<file path="src/rtl/cpu0_pkg.sv">
// cpu0 shared definitions: fetch FSM states, fetch defaults,
// queue entry layout and the base opcode constants.
package cpu0_pkg;

   typedef enum logic [1:0] {
      IDLE = 2'd0,
      REQ  = 2'd1,
      DROP = 2'd2
   } fetch_state_e;

   localparam logic [31:0] RESET_PC_DEFAULT = 32'h0000_0000;
   localparam logic [31:0] PC_STEP_DEFAULT  = 32'd4;

   localparam logic [7:0] OP_LD  = 8'h00;
   localparam logic [7:0] OP_ST  = 8'h01;
   localparam logic [7:0] OP_ADD = 8'h02;
   localparam logic [7:0] OP_JMP = 8'h03;

   typedef struct packed {
      logic [31:0] pc;
      logic [31:0] ir;
   } fetch_entry_t;

   function automatic logic [31:0] align_word(input logic [31:0] a);
      return a & ~32'h3;
   endfunction

endpackage

</file>
<file path="src/rtl/fetch_fifo.sv">
// Prefetch queue: head always sits in slot 0, pop shifts down,
// flush just clears the count (stale slots are never exposed).
module fetch_fifo
   import cpu0_pkg::*;
#(
   parameter int DEPTH = 2,
   localparam int CW = $clog2(DEPTH + 1)
) (
   input  logic          clock,
   input  logic          reset,
   input  logic          push,
   input  logic          pop,
   input  logic          flush,
   input  fetch_entry_t  din,
   output fetch_entry_t  head,
   output logic [CW-1:0] count
);

   fetch_entry_t  mem [DEPTH];
   logic [CW-1:0] wr_idx;

   assign wr_idx = pop ? count - CW'(1) : count;
   assign head   = mem[0];

   always_ff @(posedge clock or negedge reset) begin
      if (!reset) begin
         count <= '0;
         for (int i = 0; i < DEPTH; i++) begin
            mem[i] <= '0;
         end
      end else if (flush) begin
         count <= '0;
      end else begin
         for (int i = 0; i < DEPTH - 1; i++) begin
            if (pop) mem[i] <= mem[i+1];
         end
         // later write wins over the shift when both hit a slot
         for (int i = 0; i < DEPTH; i++) begin
            if (push && wr_idx == CW'(i)) mem[i] <= din;
         end
         count <= count + CW'(push) - CW'(pop);
      end
   end

endmodule

</file>
<file path="src/rtl/instr_fetch.sv">
// Instruction fetch stage: one outstanding read, redirect flush,
// DROP state swallows the reply of an abandoned request.
module instr_fetch
   import cpu0_pkg::*;
#(
   parameter int          DEPTH    = 2,
   parameter logic [31:0] RESET_PC = RESET_PC_DEFAULT,
   parameter logic [31:0] PC_STEP  = PC_STEP_DEFAULT
) (
   input  logic        clock,
   input  logic        reset,
   input  logic        redirect,
   input  logic [31:0] redirect_pc,
   output logic        ir_valid,
   output logic [31:0] ir,
   output logic [31:0] ir_pc,
   input  logic        ir_ready,
   output logic        m_en,
   output logic        m_rw,
   output logic [31:0] mar,
   input  logic        mem_ack,
   input  logic [31:0] dbus
);

   localparam int CW = $clog2(DEPTH + 1);

   fetch_state_e  state_q;
   fetch_state_e  state_d;
   logic [31:0]   pc_q;
   logic [31:0]   pc_d;
   logic [31:0]   mar_d;
   logic          m_en_d;
   logic          push;
   logic          pop;
   logic          can_issue;
   logic [CW-1:0] count;
   fetch_entry_t  head;
   fetch_entry_t  din;

   assign can_issue = count < CW'(DEPTH);
   assign pop       = ir_valid & ir_ready & ~redirect;
   assign din       = '{pc: mar, ir: dbus};

   assign ir_valid = count != '0;
   assign ir       = head.ir;
   assign ir_pc    = head.pc;
   assign m_rw     = 1'b1;

   always_ff @(posedge clock or negedge reset) begin
      if (!reset) state_q <= IDLE;
      else        state_q <= state_d;
   end

   always_comb begin
      state_d = state_q;
      unique case (state_q)
         IDLE:    if (!redirect && can_issue) state_d = REQ;
         REQ: begin
            if (mem_ack)       state_d = IDLE;
            else if (redirect) state_d = DROP;
         end
         DROP:    if (mem_ack) state_d = IDLE;
         default: state_d = IDLE;
      endcase
   end

   always_comb begin
      push   = 1'b0;
      pc_d   = pc_q;
      m_en_d = m_en;
      mar_d  = mar;
      unique case (state_q)
         IDLE: begin
            if (!redirect && can_issue) begin
               m_en_d = 1'b1;
               mar_d  = pc_q;
            end
         end
         REQ: begin
            if (mem_ack) begin
               m_en_d = 1'b0;
               if (!redirect) begin
                  push = 1'b1;
                  pc_d = pc_q + PC_STEP;
               end
            end
         end
         DROP:    if (mem_ack) m_en_d = 1'b0;
         default: ;
      endcase
      if (redirect) pc_d = align_word(redirect_pc);
   end

   always_ff @(posedge clock or negedge reset) begin
      if (!reset) begin
         pc_q <= RESET_PC;
         m_en <= 1'b0;
         mar  <= '0;
      end else begin
         pc_q <= pc_d;
         m_en <= m_en_d;
         mar  <= mar_d;
      end
   end

   fetch_fifo #(
      .DEPTH(DEPTH)
   ) u_fifo (
      .clock(clock),
      .reset(reset),
      .push (push),
      .pop  (pop),
      .flush(redirect),
      .din  (din),
      .head (head),
      .count(count)
   );

endmodule

</file>
<file path="config.mk">
export PLATFORM = sky130hd
export DESIGN_NAME = instr_fetch
export DESIGN_NICKNAME = d
export VERILOG_FILES = /design/src/rtl/cpu0_pkg.sv /design/src/rtl/fetch_fifo.sv /design/src/rtl/instr_fetch.sv
export SDC_FILE = /design/constraint.sdc
export NUM_CORES = 1
export LEC_CHECK = 0
export BUFFER_PORTS_ARGS = -buffer_cell sky130_fd_sc_hd__buf_2
export CORE_ASPECT_RATIO = 1.4
export CORE_UTILIZATION = 56
export CTS_CLUSTER_SIZE = 14
export DETAILED_ROUTE_END_ITERATION = 8
export PLACE_DENSITY = 0.8
export REMOVE_ABC_BUFFERS = 1
export SLEW_MARGIN = 20
export SYNTH_ARGS = -nofsm -noshare
export SYNTH_HDL_FRONTEND = slang
export SYNTH_HIERARCHICAL = 1
export SYNTH_SLANG_ARGS = --single-unit
</file>
<file path="constraint.sdc">
create_clock -name clock -period 3.1 [get_ports clock]
set_input_delay 0.155 -clock clock [delete_from_list [all_inputs] [get_ports clock]]
set_output_delay 0.155 -clock clock [all_outputs]
set_load 0.005 [all_outputs]
</file>
==> metrics.csv, run 1 <==
stage,metric,value,unit
status,outcome,"complete, no violations",
logic_synthesis,Synth area leader,dfrtp_1,
global_routing,initial antenna violation count,0,
sta,Fmax,377,MHz
power_and_ir_drop,Pwr Density,875,nW/um^2
critical_path,type of origin of the critical path,flip-flop,
sta,RSZ-0062 raised after global routing,no,
sta,Final setup viols,0,
clock_tree,CTS max path bufs,2,
sta,Period minus WS final,2.65,ns
detailed_routing,wire per inst,17.5,microns
layout,Non-Filler Instances,1220,
layout,"Net count, final",1084,
die,die height,153,microns
global_routing,number of global-route vias before repair,7051,
detailed_routing,Total Wirelength,21.4,mm
placed_design,HPWL after DPL,12.7,mm
clock_tree,CTS tree,yes,
sta,Max transition margin,45.4,%
die,Die ar.,16900,sq um
detailed_routing,routed via count,7169,
logic_synthesis,Cells after Synth,878,
clock_tree,clk_lat worst skew,0.43,ns
detailed_routing,DR pass1 iterations,5,
die,num rows,55,
detailed_routing,DRC errors left,0,
logic_synthesis,post-synth cell types,43,
logic_synthesis,Post-Syn Area,9180,sq um
power_and_ir_drop,Lkg Pwr,0.00483,uW
placed_design,GP Congestion,0.827,
clock_tree,Post-CTS Repair Setup Buffers,0,
logic_synthesis,"Seq/Total Area, Yosys",52.6,%
logic_synthesis,top-area cell type share of the netlist area,52.6,%
global_routing,gr usage total,26.5,%
critical_path,Setup CP Type,reg -> reg,
sta,final hold violations,0,
placed_design,# port buffers,162,
logic_synthesis,asr flop ratio synth,100,%
logic_synthesis,YS warnings,6,
run,Max Cap Viol,0,
sta,setup ws final,0.446,ns
logic_synthesis,syn_area_per_cell,10.5,sq um
detailed_routing,Detail Route Antenna Nets,0,
layout,fillers,1185,
critical_path,CP Data Arrival Time,2.96,ns
die,initial core utilization,57.0,%
layout,share of layout cells above drive strength 1,31.0,%
clock_tree,clock-pin slew on the worst setup and hold paths,0.07,ns
detailed_routing,Initial DRC Count,486,
power_and_ir_drop,Peak VDD IR,0.452,mV
placed_design,Placed Cells,1128,
critical_path,WP data required,3.41,ns
critical_path,Worst Path Max Fanout,25,
clock_tree,Root Driver,clkbuf_16,
critical_path,CP Capture Type,flip-flop,
die,floorplan core area,16100,sq um
logic_synthesis,Yosys reg bits,193,
layout,P&R area growth vs syn,18.9,%
sta,Clock Skew,0.0113,ns
logic_synthesis,Area contributors post-synth,"dfrtp_1 53%, mux2_2 12%, a31oi_1 5.5%",
sta,fin. max-slew vios,0,
global_routing,global-route wire length before repair,34.6,mm
die,io pins,168,
layout,Diodes inserted,0,
worst_hold_path,worst min-delay path class,in -> reg,
logic_synthesis,top_reg_cell synth,dfrtp_1,
die,die width,110,microns
clock_tree,H-Tree Depth,4,
layout,"commonest cells after routing, fill and taps aside","193 x dfrtp_1, 161 x buf_2, 95 x mux2_2, 88 x o21ai_0, 87 x nor2_1",
global_routing,largest net degree at the start of global routing,79,
global_routing,total gr overflow,0,
sta,Tightest Pin Transition,0.819,ns
detailed_routing,Via density,5.88,
logic_synthesis,Post-synth EDFFs,0,
clock_tree,Sink Count,193,
clock_tree,post-CTS resize count,0,
clock_tree,Num CTS Buffers,17,
layout,"commonest non-fill, non-tap cell in the layout",dfrtp_1,
sta,Final period util,85.6,%
placed_design,Setup WS pre-CTS,0.503,ns
routing by layer:
metal | vias to the layer above | global-route usage, % | routed length (microns)
met1 | 3532 | 33.2 | 8610
met2 | 258 | 44.6 | 11100
li1 | 3331 | - | -
met5 | - | 0 | 0
met3 | 48 | 4.18 | 1040
met4 | 0 | 11.8 | 627
critical path: stages, from the launching register on:
cell and delay (ns):
dfrtp_1 0.38, or2_2 0.30, and3_1 0.23, ha_1 0.36, nor2_1 0.20, nand3_4 0.39, buf_4 0.36, mux2_2 0.29
synth_stat cells, types with 2 or more instances:
cell type	instances
nor2_1	87
or2_2	2
nand3_1	76
o21ai_0	88
xor2_1	6
and4_1	3
buf_4	67
ha_1	7
nor3_1	2
and3_1	2
buf_2	14
conb_1	2
or4_1	10
a31oi_1	81
nor3b_1	2
nor4_1	2
xnor2_1	8
nand2_1	20
nand2b_1	2
inv_1	10
or3_1	11
o31ai_1	8
buf_1	5
nand4_1	13
dfrtp_1	193
nand4_2	2
clkbuf_1	44
mux2_2	95
a21oi_1	2
where the power goes:
part / internal, uW / switching [uW]
registers: 3560 / 668
logic: 1580 / 1630
clock network: 1110 / 1000
stage by stage:
step / hold WS, ns / util [%] / power, uW / TNS (ns) / area (sq um)
floorplan: -0.141 / - / 6030 / -652.86 / 8420
global placement: 0.172 / 60.5 / 7230 / 0 / 9740
detailed placement: 0.177 / 60.5 / 7380 / 0 / 9740
CTS: 0.0000172 / 67.8 / 9560 / 0 / 10900
global route: 0.00901 / 67.8 / 10200 / 0 / 10900
finish: 0.0127 / 67.8 / 9540 / 0 / 10900
final cells by class:
cell class / instances / area (sq um) / share of cell area (%)
tap: 199 / 249 / 2.28
inverter: 10 / 37.5 / 0.344
clock inverter: 12 / 116 / 1.07
clock buffer: 20 / 457 / 4.19
multi-input combinational: 548 / 3620 / 33.2
sequential: 193 / 4830 / 44.3
timing repair buffer: 238 / 1600 / 14.7
path summary, 6_finish.rpt:
path | start | to | slack, ns | cells past startpoint
min in group asynchronous | reset | u_fifo/head[19] | 0.27 | 2
hold reg to reg | u_fifo/mem[25] | u_fifo/mem[25] | 0.50 | 1
setup reg to reg | u_fifo/count[1] | u_fifo/mem[56] | 0.45 | 7
setup / recovery | u_fifo/count[1] | u_fifo/mem[56] | 0.45 | 7
max in group asynchronous | reset | u_fifo/mem[2] | 2.03 | 3
hold / removal | redirect_pc[23] | pc_q[23] | 0.01 | 3
kinds of logic (layout without fill, tap and decap cells):
kind of cell	count (synthesis)	count (layout)	synth area share [%]
and+or+nand+nor	238	238	12.7
muxes	96	96	11.8
DFF	193	193	52.6
AOI/OAI and AO/OA	186	186	11.7
adders and majority gates	7	7	0.954
xor gates and xnor gates	14	14	1.34
other	2	7	0.0818
buffers and inverters	142	280	8.83
registers in the layout (all words and copies together) (netlist names):
name,flops
u_fifo/head,64
state_q,2
u_fifo/count,2
m_en,1
pc_q,30
mar,30
u_fifo/mem,64
what timing repair did:
action	4_1_cts	5_1_grt
setup endpoints to repair	0	0
hold buffers	60	0
endpoints found under the hold margin	147	0
Note: power is estimated with default switching activity, not from simulation.
==> inputs of run 2 (changes only) <==
Settings changed: CTS_BUF_LIST set to sky130_fd_sc_hd__clkbuf_8 sky130_fd_sc_hd__clkbuf_16.
==> run 2 against run 1 <==
Compared with the run above: die area is the same; sequential power about the same; setup slack gained 0.0039 ns; core utilization did not move; highest routed layer unchanged; clock skew fell by 0.0016 ns; critical path type unchanged; fmax is 0.15% higher; clock power about the same; final area unchanged; sequential cell count unchanged; combinational power about the same; register-to-register slack hardly changed.
==> metrics.csv, run 2 (same netlist as run 1, synthesis figures left out) <==
stage,metric,value,unit
global_routing,global-route wire length before repair,34.6,mm
global_routing,number of global-route vias before repair,7051,
critical_path,WP data required,3.41,ns
die,Die ar.,16900,sq um
layout,post-route cell area,10900,sq um
sta,setup_tns,0,ns
placed_design,HPWL after DPL,12.7,mm
die,num rows,55,
clock_tree,clock-pin slew on the worst setup and hold paths,0.07,ns
clock_tree,CTS max path bufs,2,
critical_path,type of origin of the critical path,flip-flop,
status,outcome,"complete, no violations",
clock_tree,Num CTS Buffers,17,
sta,Period minus WS final,2.65,ns
critical_path,Worst Path Max Fanout,25,
power_and_ir_drop,Logic pwr share,33.6,%
critical_path,CP Capture Type,flip-flop,
critical_path,Setup CP Type,reg -> reg,
power_and_ir_drop,Pwr Density,874,nW/um^2
clock_tree,CTS Hold Bufs,60,
detailed_routing,DRC errors left,0,
die,initial core utilization,57.0,%
placed_design,Post-DP Area,9740,sq um
worst_hold_path,worst min-delay path class,in -> reg,
run,Max Cap Viol,0,
power_and_ir_drop,share of power burned in registers,44.3,%
global_routing,total gr overflow,0,
power_and_ir_drop,Power Internal,6240,uW
die,floorplan core area,16100,sq um
sta,final hold violations,0,
power_and_ir_drop,Peak VDD IR,0.453,mV
sta,RSZ-0062 raised after global routing,no,
placed_design,# port buffers,162,
detailed_routing,Detail Route Antenna Nets,0,
layout,P&R area growth vs syn,18.9,%
sta,Final period util,85.5,%
layout,"commonest cells after routing, fill and taps aside","193 x dfrtp_1, 161 x buf_2, 95 x mux2_2, 88 x o21ai_0, 87 x nor2_1",
critical_path,Worst Reg-to-Reg Cells,7,
die,io pins,168,
sta,Clock Skew,0.00969,ns
clock_tree,CTS tree,yes,
clock_tree,clk_lat worst skew,0.43,ns
clock_tree,Root Driver,clkbuf_16,
global_routing,largest net degree at the start of global routing,79,
placed_design,Placed Cells,1128,
sta,Tightest Pin Transition,0.816,ns
worst_hold_path,min-delay src,redirect_pc[24],
detailed_routing,DR pass1 iterations,5,
detailed_routing,Initial DRC Count,467,
placed_design,GP Congestion,0.827,
power_and_ir_drop,Psw,3300,uW
global_routing,gr usage total,26.5,%
sta,fin. max-slew vios,0,
sta,Final setup viols,0,
clock_tree,H-Tree Depth,4,
die,die width,110,microns
clock_tree,Sink Count,193,
power_and_ir_drop,Sw Share,34.6,%
power_and_ir_drop,Final Power,9540,uW
critical_path,CP Data Arrival Time,2.96,ns
clock_tree,Post-CTS Repair Setup Buffers,0,
die,die height,153,microns
layout,fillers,1185,
detailed_routing,Total Wirelength,21.4,mm
critical_path,crit path launch,u_fifo/count[1],
power_and_ir_drop,clock share of power,22.0,%
layout,Diodes inserted,0,
layout,Non-Filler Instances,1220,
detailed_routing,routed via count,7192,
critical_path,RR Startpoint,u_fifo/count[1],
layout,"commonest non-fill, non-tap cell in the layout",dfrtp_1,
power_and_ir_drop,Lkg Pwr,0.00484,uW
layout,share of layout cells above drive strength 1,31.0,%
sta,Max transition margin,45.6,%
detailed_routing,Via density,5.90,
layout,"Net count, final",1084,
clock_tree,post-CTS resize count,0,
detailed_routing,wire per inst,17.5,microns
worst_hold_path,WHS Path Cells,3,
global_routing,initial antenna violation count,0,
sta,Fmax,377,MHz
run 2: worst paths after layout:
kind | endpoint | slack [ns]
worst max-delay path | u_fifo/mem[56] | 0.45
worst min-delay path | pc_q[24] | 0.01
worst max register to register | u_fifo/mem[56] | 0.45
worst min register to register | u_fifo/mem[25] | 0.50
max in group asynchronous | u_fifo/mem[24] | 2.03
min in group asynchronous | u_fifo/head[19] | 0.28
run 2: stage by stage:
stage	hold WS, ns	util, %	worst slack [ns]
finish	0.0145	67.8	0.449
detailed placement	0.177	60.5	0.503
global route	0.00901	67.8	0.316
CTS	0.0000172	67.8	0.468
floorplan	-0.141	-	-6.43
global placement	0.172	60.5	0.560
run 2: final cells by class:
class / count / area [sq um] / area share, %
clock buffers: 19 / 453 / 4.15
clock inverters: 13 / 120 / 1.10
flip-flops and latches: 193 / 4830 / 44.3
inverters: 10 / 37.5 / 0.344
multi-input cells: 548 / 3620 / 33.2
repair buffers: 238 / 1600 / 14.7
well taps: 199 / 249 / 2.28
run 2: routing by layer:
metal,track usage (%),vias up,wire (microns)
met5,0,-,0
met4,11.8,0,612
met3,4.18,44,1060
met2,44.6,265,11100
met1,33.2,3549,8570
li1,-,3334,-
run 2: power by group through the flow:
stage	registers, uW	clock network [uW]	logic, uW
after global routing	4380	2250	3560
after CTS	4220	2150	3190
after floorplan	4200	0	1830
after global placement	4210	0	3020
after detailed placement	4260	0	3120
final	4230	2100	3210
run 2: worst max-delay path, cell delays in order (launching register included):
cell,delay (ns)
dfrtp_1,0.38
or2_2,0.30
and3_1,0.23
ha_1,0.36
nor2_1,0.20
nand3_4,0.39
buf_4,0.36
mux2_2,0.29
==> inputs of run 3 (changes only) <==
Settings changed: CORE_UTILIZATION 56 to 51, GPL_TIMING_DRIVEN set to 0, PLACE_DENSITY 0.8 to 0.77, SLEW_MARGIN 20 to unset.
Clock period 3.1 ns to 2.4 ns, I/O delays scaled along.
==> run 3 against run 2 <==
Compared with the run above: first-iteration DRC count rose by 74%; clock power rose by 32%; via count rose by 6.2%; largest cell class unchanged.
==> metrics.csv, run 3 (same netlist as run 1, synthesis figures left out) <==
stage,metric,value,unit
critical_path,RR Endpoint,u_fifo/head[21],
clock_tree,H-Tree Depth,4,
power_and_ir_drop,Logic pwr share,38.4,%
critical_path,"delay-heaviest family, CP",buffers and inverters,
layout,"Net count, final",1127,
critical_path,critical-path cell list,or2_4 > and3_4 > ha_4 > nand2_8 > buf_4 > bufbuf_16 > o21ai_0 > a31oi_4,
sta,Period minus WS final,2.39,ns
worst_hold_path,min-delay src,redirect_pc[21],
clock_tree,clk_lat worst skew,0.43,ns
critical_path,Critical Path Max Stage Delay,0.49,ns
sta,Fmax,419,MHz
clock_tree,Root Driver,clkbuf_16,
power_and_ir_drop,Psw,4640,uW
detailed_routing,Initial DRC Count,811,
die,initial core utilization,52.5,%
die,die height,161,microns
layout,share of layout cells above drive strength 1,34.8,%
detailed_routing,Detail Route Antenna Nets,0,
critical_path,Setup CP Type,reg -> reg,
layout,Non-Filler Instances,1298,
layout,Diodes inserted,0,
critical_path,Worst Reg-to-Reg Cells,8,
critical_path,RR Startpoint,u_fifo/count[1],
sta,fin. max-slew vios,0,
critical_path,WP data required,2.70,ns
power_and_ir_drop,Peak VDD IR,0.618,mV
critical_path,CP Data Arrival Time,2.68,ns
layout,P&R area growth vs syn,29.2,%
clock_tree,Num CTS Buffers,17,
critical_path,type of origin of the critical path,flip-flop,
layout,"commonest cells after routing, fill and taps aside","192 x dfrtp_1, 161 x buf_2, 95 x mux2_2, 88 x o21ai_0, 82 x nor2_1",
status,outcome,"complete, no violations",
sta,Clock Skew,0.0125,ns
critical_path,"setup slack, reg-to-reg",0.01,ns
clock_tree,CTS tree,yes,
layout,fillers,1276,
sta,Final period util,99.4,%
detailed_routing,routed via count,7635,
detailed_routing,DRC errors left,0,
worst_hold_path,worst min-delay path class,in -> reg,
sta,Tightest Pin Transition,0.869,ns
clock_tree,Sink Count,193,
global_routing,total gr overflow,0,
die,floorplan core area,17500,sq um
global_routing,initial antenna violation count,0,
placed_design,# port buffers,162,
critical_path,Worst Path Max Fanout,12,
power_and_ir_drop,share of power burned in registers,40.9,%
die,Die ar.,18500,sq um
power_and_ir_drop,clock share of power,20.7,%
layout,Reg area,4830,sq um
layout,multi-input logic area,3790,sq um
sta,Final setup viols,0,
layout,"commonest non-fill, non-tap cell in the layout",dfrtp_1,
sta,Max transition margin,42.0,%
detailed_routing,wire per inst,19.7,microns
placed_design,HPWL after DPL,14.0,mm
power_and_ir_drop,Pwr Density,1130,nW/um^2
sta,setup_tns,0,ns
global_routing,largest net degree at the start of global routing,110,
detailed_routing,Total Wirelength,25.6,mm
detailed_routing,DR pass1 iterations,5,
global_routing,global-route wire length before repair,39.5,mm
power_and_ir_drop,Sw Share,34.6,%
power_and_ir_drop,Power Internal,8770,uW
die,io pins,168,
power_and_ir_drop,Lkg Pwr,0.00519,uW
placed_design,Placed Cells,1167,
run,Max Cap Viol,0,
detailed_routing,Via density,5.88,
die,num rows,57,
critical_path,CP Buf/Inv Count,2,
worst_hold_path,WHS Path Cells,3,
global_routing,number of global-route vias before repair,7498,
die,die width,115,microns
critical_path,CP Capture Type,flip-flop,
sta,final hold violations,0,
clock_tree,CTS max path bufs,2,
global_routing,gr usage total,27.8,%
worst_hold_path,WHS Endpoint,pc_q[21],
clock_tree,clock-pin slew on the worst setup and hold paths,0.08,ns
critical_path,CP max-delay cell,dfrtp_4,
placed_design,GP Congestion,0.798,
-- run 3: cell count changes in the layout (fill, tap and decap cells not counted), sizes merged, moves of 2 or more --
cell / previous run / this run
clkinvlp: 1 / 7
clkbuf: 20 / 24
buf: 177 / 208
bufbuf: 0 / 2
inv: 17 / 11
dlygate4sd3: 60 / 62
clkinv: 5 / 2
-- run 3: how the worst max path moves through the flow --
stage                            to  depth (start not counted)  slack [ns]            start
floorplan            u_fifo/head[0]                          6       -7.13  u_fifo/count[1]
global placement    u_fifo/head[12]                          7      -12.47         redirect
detailed placement  u_fifo/head[21]                         12       -2.04         redirect
CTS                  u_fifo/head[4]                         12       -0.06  u_fifo/count[1]
global route        u_fifo/head[15]                         10       -0.02  u_fifo/count[1]
finish              u_fifo/head[21]                          8        0.01  u_fifo/count[1]
-- run 3: area by class of cell --
cell class              instances  area share (%)
multi-input cells             552            31.9
well taps                     236            2.49
repair inverters                1          0.0422
flip-flops and latches        193            40.8
inverters                      10           0.348
repair buffers                276            19.6
clock buffers                  20            3.94
clock inverters                10           0.865
-- run 3: repair_timing --
item,in CTS,in global routing
setup endpoints to repair,132,129
gates resized for setup,33,8
hold buffers,62,0
pin swaps,12,4
cloned,12,3
setup buffers,24,2
hold endpoints to repair,200,0
-- run 3: worst register-to-register path: cells and delay by family, from the launching register on --
family | cells | cell delay (ns)
AND/OR/NAND/NOR | 3 | 0.48
buffers and inverters | 2 | 0.52
AO/OA/AOI/OAI | 2 | 0.45
adder cells (fa/ha/maj) | 1 | 0.31
flip-flops | 1 | 0.49
-- run 3: power groups by stage --
stage	clock [uW]	sequential, uW	combinational, uW
2_1_floorplan	0	5430	2360
3_3_place_gp	0	5470	3990
3_5_place_dp	0	5510	4350
4_1_cts	2810	5440	4990
5_1_grt	2950	5660	5550
6_report	2780	5480	5150
-- run 3: routing by layer --
metal | GRT usage, % | share of wire, %
met5 | 0 | 0
met4 | 14.0 | 3.6
met3 | 4.91 | 5.6
met2 | 46.7 | 51
met1 | 34.1 | 40
-- run 3: through the flow --
stage          setup slack (ns)  area [sq um]  hold WS [ns]  util (%)  power, uW
2_1_floorplan             -7.13          8420        -0.176         -       7790
3_3_place_gp             -12.47          9530         0.331      54.5       9460
3_5_place_dp              -2.04         10000         0.251      57.3       9860
4_1_cts                 -0.0605         11800        0.0123      67.4      13200
5_1_grt                 -0.0156         11900        0.0308      67.8      14200
6_report                 0.0140         11900        0.0213      67.8      13400
